--- src/rtl/line_sensor_pkg.sv ---
// Shared constants and helpers for the ADC128S022 line-sensor front-end.
// State encodings are plain localparams so legacy tooling can decode them.
package line_sensor_pkg;

   typedef logic [1:0] state_t;
   localparam state_t ST_GAP   = 2'd0;
   localparam state_t ST_SETUP = 2'd1;
   localparam state_t ST_SHIFT = 2'd2;
   localparam state_t ST_DONE  = 2'd3;

   typedef logic [1:0] sens_t;
   localparam sens_t SENS_L = 2'd0;
   localparam sens_t SENS_C = 2'd1;
   localparam sens_t SENS_R = 2'd2;

   localparam int FRAME_BITS  = 16;
   localparam int RESULT_BITS = 12;
   localparam int ADDR_MSB    = 13;
   localparam int ADDR_LSB    = 11;

   function automatic sens_t sens_next(input sens_t s);
      return (s == SENS_R) ? SENS_L : sens_t'(s + 2'd1);
   endfunction

   function automatic sens_t sens_prev(input sens_t s);
      return (s == SENS_L) ? SENS_R : sens_t'(s - 2'd1);
   endfunction

   // Control word shifted out on DIN: only the address field is non-zero.
   function automatic logic [FRAME_BITS-1:0] din_word(input logic [2:0] addr);
      logic [FRAME_BITS-1:0] w;
      w = '0;
      w[ADDR_MSB:ADDR_LSB] = addr;
      return w;
   endfunction

endpackage

--- src/rtl/adc_sck_div.sv ---
// Half-period timer: one-clk tick at the end of every CLK_DIV-clk phase.
// clr holds the count at zero so the next state starts a full phase.
module adc_sck_div #(
   parameter int CLK_DIV = 16
) (
   input  logic clk,
   input  logic rst,
   input  logic clr,
   output logic tick
);

   logic [7:0] cnt;

   assign tick = !clr && (cnt == 8'(CLK_DIV - 1));

   always_ff @(posedge clk) begin
      // NOTE: sequential state uses non-blocking assignments so every flop samples pre-edge values.
      if (rst || clr || tick) cnt <= '0;
      else                    cnt <= cnt + 8'd1;
   end

endmodule

--- src/rtl/line_sensor_adc.sv ---
// SPI master for the ADC128S022: round-robin L/C/R conversions, thresholded
// into a 3-bit line vector, with raw results exposed for tuning.
module line_sensor_adc
   import line_sensor_pkg::*;
#(
   parameter int          CLK_DIV      = 16,
   parameter logic [11:0] THRESH       = 12'd1500,
   parameter bit          LINE_IS_HIGH = 1'b1,
   parameter logic [2:0]  CH_LEFT      = 3'd0,
   parameter logic [2:0]  CH_CENTER    = 3'd1,
   parameter logic [2:0]  CH_RIGHT     = 3'd2
) (
   input  logic        clk,
   input  logic        rst,
   output logic        adc_cs_n,
   output logic        adc_sck,
   output logic        adc_din,
   input  logic        adc_dout,
   output logic [2:0]  adc_data,
   output logic        data_valid,
   output logic [11:0] raw_value,
   output logic [1:0]  raw_ch,
   output logic        raw_valid
);

   state_t                 state;
   logic [4:0]             phase;
   logic [RESULT_BITS-1:0] shift_sr;
   sens_t                  addr_idx;
   logic                   prime;
   logic [2:0]             shadow;
   logic                   tick;

   function automatic logic [2:0] sens_addr(input sens_t s);
      case (s)
         SENS_L:  return CH_LEFT;
         SENS_C:  return CH_CENTER;
         default: return CH_RIGHT;
      endcase
   endfunction

   logic [FRAME_BITS-1:0] word;
   sens_t                 rx_idx;
   logic                  line_bit;

   assign word     = din_word(sens_addr(addr_idx));
   assign rx_idx   = sens_prev(addr_idx);
   assign line_bit = LINE_IS_HIGH ? (shift_sr > THRESH) : (shift_sr < THRESH);

   adc_sck_div #(.CLK_DIV(CLK_DIV)) u_div (
      .clk  (clk),
      .rst  (rst),
      .clr  (state == ST_DONE),
      .tick (tick)
   );

   always_ff @(posedge clk) begin
      if (rst) begin
         state      <= ST_GAP;
         phase      <= '0;
         shift_sr   <= '0;
         addr_idx   <= SENS_L;
         prime      <= 1'b1;
         shadow     <= '0;
         adc_cs_n   <= 1'b1;
         adc_sck    <= 1'b1;
         adc_din    <= 1'b0;
         adc_data   <= '0;
         data_valid <= 1'b0;
         raw_value  <= '0;
         raw_ch     <= '0;
         raw_valid  <= 1'b0;
      end else begin
         data_valid <= 1'b0;
         raw_valid  <= 1'b0;
         case (state)
            ST_GAP: if (tick) begin
               state    <= ST_SETUP;
               adc_cs_n <= 1'b0;
            end
            ST_SETUP: if (tick) begin
               state   <= ST_SHIFT;
               phase   <= '0;
               adc_sck <= 1'b0;
               adc_din <= word[FRAME_BITS-1];
            end
            ST_SHIFT: if (tick) begin
               if (phase == 5'd31) begin
                  state    <= ST_DONE;
                  adc_cs_n <= 1'b1;
                  adc_din  <= 1'b0;
               end else begin
                  phase <= phase + 5'd1;
                  if (!phase[0]) begin
                     // 12-bit register: the four leading null bits fall off the top.
                     adc_sck  <= 1'b1;
                     shift_sr <= {shift_sr[RESULT_BITS-2:0], adc_dout};
                  end else begin
                     adc_sck <= 1'b0;
                     adc_din <= word[4'd14 - phase[4:1]];
                  end
               end
            end
            ST_DONE: begin
               state    <= ST_GAP;
               prime    <= 1'b0;
               addr_idx <= sens_next(addr_idx);
               if (!prime) begin
                  raw_value      <= shift_sr;
                  raw_ch         <= rx_idx;
                  raw_valid      <= 1'b1;
                  shadow[rx_idx] <= line_bit;
                  if (rx_idx == SENS_R) begin
                     adc_data   <= {shadow[SENS_L], shadow[SENS_C], line_bit};
                     data_valid <= 1'b1;
                  end
               end
            end
            default: state <= ST_GAP;
         endcase
      end
   end

endmodule
--- config.mk ---
export PLATFORM = sky130hd
export DESIGN_NAME = line_sensor_adc
export DESIGN_NICKNAME = d
export VERILOG_FILES = /design/src/rtl/line_sensor_pkg.sv /design/src/rtl/adc_sck_div.sv /design/src/rtl/line_sensor_adc.sv
export SDC_FILE = /design/constraint.sdc
export NUM_CORES = 1
export LEC_CHECK = 0
export BUFFER_PORTS_ARGS = -buffer_cell sky130_fd_sc_hd__buf_4
export CAP_MARGIN = 25
export CORE_UTILIZATION = 45
export CTS_BUF_LIST = sky130_fd_sc_hd__clkbuf_8
export CTS_CLUSTER_SIZE = 16
export DETAILED_ROUTE_END_ITERATION = 10
export GPL_ROUTABILITY_DRIVEN = 1
export PLACE_DENSITY_LB_ADDON = 0.1
export SYNTH_ARGS = -nofsm -noshare
export SYNTH_HDL_FRONTEND = slang
export SYNTH_SLANG_ARGS = --single-unit
--- constraint.sdc ---
create_clock -name clk -period 4.7 [get_ports clk]
set_input_delay 0.235 -clock clk [delete_from_list [all_inputs] [get_ports clk]]
set_output_delay 0.235 -clock clk [all_outputs]
set_load 0.1 [all_outputs]
* Word level (Yosys, flattened, before mapping)
Index checks and enable logic that the tools add are counted.
Widths: inputs -> output; s select.
** Operators by class
- Equality and inequality tests :: 14
- Magnitude comparators :: 4
- Add/subtract/negate cells :: 5
- Muxes and demuxes :: 31
- Reduce and logical (&&, ||, !) cells :: 18
- Bitwise logic cells :: 4
** Operators by type and width (count)
- $reduce_and 4->1 :: 5
- $mux 5 :: 3
- $mux 1 :: 13
- $gt 12x11->1 const B :: 1
- $mux 2 :: 6
- $pmux 5 s2 :: 1
- $add 8x1->8 const B :: 1
- $eq 2x2->1 const B :: 4
- $eq 8x4->1 const B :: 1
- $pmux 2 s4 :: 1
- $ne 2x1->1 const B :: 3
- $pmux 1 s2 :: 3
- $add 5x1->5 const B :: 1
- $eq 5x5->1 const B :: 1
- $lt 4x5->1 const B :: 1
- $bmux 1 s4 :: 1
- $eq 2x1->1 const B :: 2
- $logic_not 2->1 :: 2
- $ne 2x2->1 const B :: 2
- $not 1->1 :: 4
- $pmux 2 s2 :: 1
- $reduce_bool 2->1 :: 2
- $sub 4x4->4 const A :: 1
- $bwmux 3 :: 1
- other kinds (13) :: 15
** Word-level totals
- Register bits :: 55
- Logic and storage cells :: 91
- Output and inout bits :: 22

* Longest topological paths before layout
- Word-level depth :: 8
- Gate-level depth with buffers :: 9

* By module
From an unflattened synthesis, not the netlist that was laid out.
** Second synthesis, totals
- Cells, all modules :: 271
- Area, all modules :: 2309.7 um^2
** Modules (own cells, without submodules)
- line_sensor_adc :: times used 1, cells an instance 232, area each 1951.9 um^2
- adc_sck_div :: times used 1, cells an instance 39, area each 357.8 um^2

* Worst setup path before layout
Ideal clock, no wire load.
- Kind :: register to register
- Start :: reg state[0]
- End :: reg shift_sr[10]
- Stages on the path, launching flop included :: 9
- Buffers on the path :: 3
- Arrival :: 2130 ps
- Path slack :: 2442 ps
- Library setup time :: 128 ps
- Cells stage by stage :: dfxtp_1 > ha_1 > buf_6 > or4b_4 > or4_4 > buf_6 > buf_6 > mux2i_1 > nor2_1
** On the way
- Longest elaborated chain between the ends :: 4
- Elaborated cells between the ends (all ways) :: 5
- Classes of those cells :: eq/ne: 2; reduce/logical: 3
** Ends and longest elaborated chain
- from (decl) :: RTL line line_sensor_adc.sv:26 : state_t state;
- from (signal assigned) :: RTL line line_sensor_adc.sv:59 : state <= ST_GAP;
- from (signal assigned) :: RTL line line_sensor_adc.sv:78 : state <= ST_SETUP;
- from (signal assigned) :: RTL line line_sensor_adc.sv:82 : state <= ST_SHIFT;
- $eq 2x2->1 :: RTL line line_sensor_adc.sv:53 : .clr (state == ST_DONE),
- $logic_not 1->1 :: RTL line adc_sck_div.sv:14 : assign tick = !clr && (cnt == 8'(CLK_DIV - 1));
- $logic_and 1x1->1 :: RTL line adc_sck_div.sv:14
- $reduce_and 4->1 (no line) (*)
- to (signal assigned) :: RTL line line_sensor_adc.sv:97 : shift_sr <= {shift_sr[RESULT_BITS-2:0], adc_dout};
- to (decl) :: RTL line line_sensor_adc.sv:28 : logic [RESULT_BITS-1:0] shift_sr;
Every way passes the cells marked *; elsewhere a longest branch is shown, timed or not.
A chain may end at the register's enable or synchronous reset.

* Worst setup path in the final report
- Start :: reg state[0]
- End :: reg shift_sr[9]
The elaborated chain is that of the path after synthesis.

==> results.sh <==
export IMPL_ant_nets=0
export IMPL_synth_edff_count=0
export IMPL_viasPerCell=5.144
export IMPL_ctsHtreeMaxLevel=2
export IMPL_core_mm2=0.005075
export IMPL_io_buffers=24
export IMPL_outcome="completed"
export IMPL_grt_usage=0.1801
export IMPL_synth_top_area_frac=0.4576
export IMPL_power_density_mw_per_mm2=301.1
export IMPL_cts_tree="done"
export IMPL_wl_um=4521
export IMPL_peakVddDrop_mv=0.1812
export IMPL_postSynthAreaPerCell_um2=8.948
export IMPL_final_area_mm2=0.002691
export IMPL_grt_pass1_vias=1653
export IMPL_grt_max_degree=52
export IMPL_dp_slack_ps=2445
export IMPL_setup_tns_ps=0
export IMPL_cp_start_kind="register"
export IMPL_slew_viol_final=0
export IMPL_clk_path_buf_depth=2
export IMPL_first_pass_iters=4
export IMPL_clk_latency_ps=310
export IMPL_cts_root_buffer="clkbuf_8"
export IMPL_final_util=0.5303
export IMPL_synth_top_cell_by_area="dfxtp_1"
export IMPL_fin_nets=301
export IMPL_layout_cells_non_filler=355
export IMPL_max_freq_ghz=0.4442
export IMPL_max_slew_worst_pin_slew_ps=770.7
export IMPL_synth_area_mm2=0.002362
export IMPL_ys_seq_area_frac=0.4576
export IMPL_synth_nets=281
export IMPL_synth_most_common_cell="dfxtp_1"
export IMPL_cts_buffers=5
export IMPL_rows=26
export IMPL_grt_overflow_total=0
export IMPL_period_minus_slack_ps=2251
export IMPL_drive_above_1_share=0.1228
export IMPL_required_ps=4880
export IMPL_dpl_cell_area_mm2=0.002562
export IMPL_grt_busiest_layer="met2"
export IMPL_fin_skew_ps=8.772
export IMPL_die_w_um=74.46
export IMPL_synth_flop_cell="dfxtp_1"
export IMPL_dp_cells=346
export IMPL_yosys_warnings=0
export IMPL_grt_pass1_wl_um=7721
export IMPL_final_setup_worst_slack_ps=2449
export IMPL_use_met1=0.2429
export IMPL_setup_viol=0
export IMPL_synth_cell_types=40
export IMPL_synthCells=264
export IMPL_synth_seq_cells=54
export IMPL_die_y_um=74.46
export IMPL_syn_to_final_growth_pct=13.93
export IMPL_insertedDiodeCount=0
export IMPL_met2_usage=0.2873
export IMPL_power_mw=0.8102
export IMPL_slew_headroom=0.4862
export IMPL_p_leak_nw=1.106
export IMPL_antenna_found_initial=0
export IMPL_drv_cap=0
export IMPL_grt_util_met3=0.03930
export IMPL_cts_setup_buffers=0
export IMPL_min_path_type="in2reg"
export IMPL_synth_area_top_cells="dfxtp_1 46%, ha_1 7.4%, nand2_1 6.7%"
export IMPL_die_area_mm2=0.005544
export IMPL_hpwlAfterDp_um=2971
export IMPL_crit_chain="ha_1 > or4b_4 > or4_4 > mux2i_1 > nor2_1"
export IMPL_wl_per_cell_um=12.74
export IMPL_clk_pin_slew_ps=100
export IMPL_ctsResizeCount=0
export IMPL_fin_worst_hold_slack_ps=148.7
export IMPL_hold_buffers=0
export IMPL_cpMaxStageDelayCell="or4_4"
export IMPL_rsz0062_at_grt="no"
export IMPL_worstPathMaxFanout=12
export IMPL_vias=1826
export IMPL_cpPeakStageDelay_ps=640
export IMPL_final_hold_violation_count=0
export IMPL_async_flop_share=0
export IMPL_drt_iter0_markers=83
export IMPL_crit_arrival_ps=2430
export IMPL_crit_type="reg2reg"
export IMPL_end_kind="register"
export IMPL_yosys_top_cells_count="54 x dfxtp_1, 42 x nand2_1, 29 x nor2_1"
export IMPL_cts_num_sinks=54
export IMPL_fin_crit_sh=0.4790
export IMPL_start_util=0.4655
export IMPL_drc=0
export IMPL_gp_congestion=0.7189
export IMPL_io_pins=25
## cell type report
type	count	area, µm²
fillers	533	2384
multi-input cells	192	1191
flip-flops and latches	54	1081
repair buffers	25	187.7
well taps	70	87.58
clock buffers	6	82.58
clock inverters	2	38.79
inverters	6	22.52
## kinds of logic after synthesis
logic type               share of synthesized area
AO/OA/AOI/OAI                               0.1107
adder cells (fa/ha/maj)                    0.07415
AND/OR/NAND/NOR                             0.2262
XOR/XNOR                                   0.02966
multiplexers                               0.06356
flip-flops                                  0.4576
buffers and inverters                      0.03813
## flip-flops by register name, indices dropped and copies added, names as in the netlist
register	flops
prime	1
adc_data	3
shift_sr	12
shadow	2
raw_valid	1
addr_idx	2
u_div.cnt	8
state	2
adc_cs_n	1
raw_value	12
raw_ch	2
adc_din	1
phase	5
data_valid	1
adc_sck	1
## routing by layer
layer | up-vias | wire length (µm)
met5 | - | 0
met4 | 0 | 47
met3 | 5 | 132
met2 | 20 | 2126
met1 | 861 | 2213
li1 | 940 | -
## power by group
group / total, mW / leakage (nW) / internal [mW] / switching (mW)
logic: 0.0152 / 0.609 / 0.00521 / 0.0100
clock network: 0.334 / 0.0618 / 0.176 / 0.158
registers: 0.461 / 0.435 / 0.459 / 0.00169
total: 0.810 / 1.11 / 0.640 / 0.170
## cell usage in the layout (no fill, tap or decap), types with 4 or more instances in the layout
cell      count
clkbuf_8      6
buf_4        25
a21oi_1      24
nand2b_1      7
dfxtp_1      54
nor2b_1       4
xnor2_1       4
mux2i_1      15
nand2_1      42
and3_1        4
inv_1         6
nor2_1       29
nand3_1       5
xor2_1        4
o21ai_0       5
nor3_1        4
ha_1         14
## path summary, 6_finish.rpt
kind | startpoint | to | slack (ps) | cells after the start
worst min register to register | u_div.cnt[0] | u_div.cnt[0] | 460 | 1
worst max register to register | state[0] | shift_sr[9] | 2450 | 5
worst max-delay path | state[0] | shift_sr[9] | 2450 | 5
worst min-delay path | adc_dout | shift_sr[0] | 150 | 3
## worst max-delay path: cells and delay by family (launching register included)
family | cells | cell delay, ps
mux | 1 | 190
fa+ha+maj | 1 | 310
simple gates | 3 | 1280
flops | 1 | 350
(Power assumes the default switching activity.)
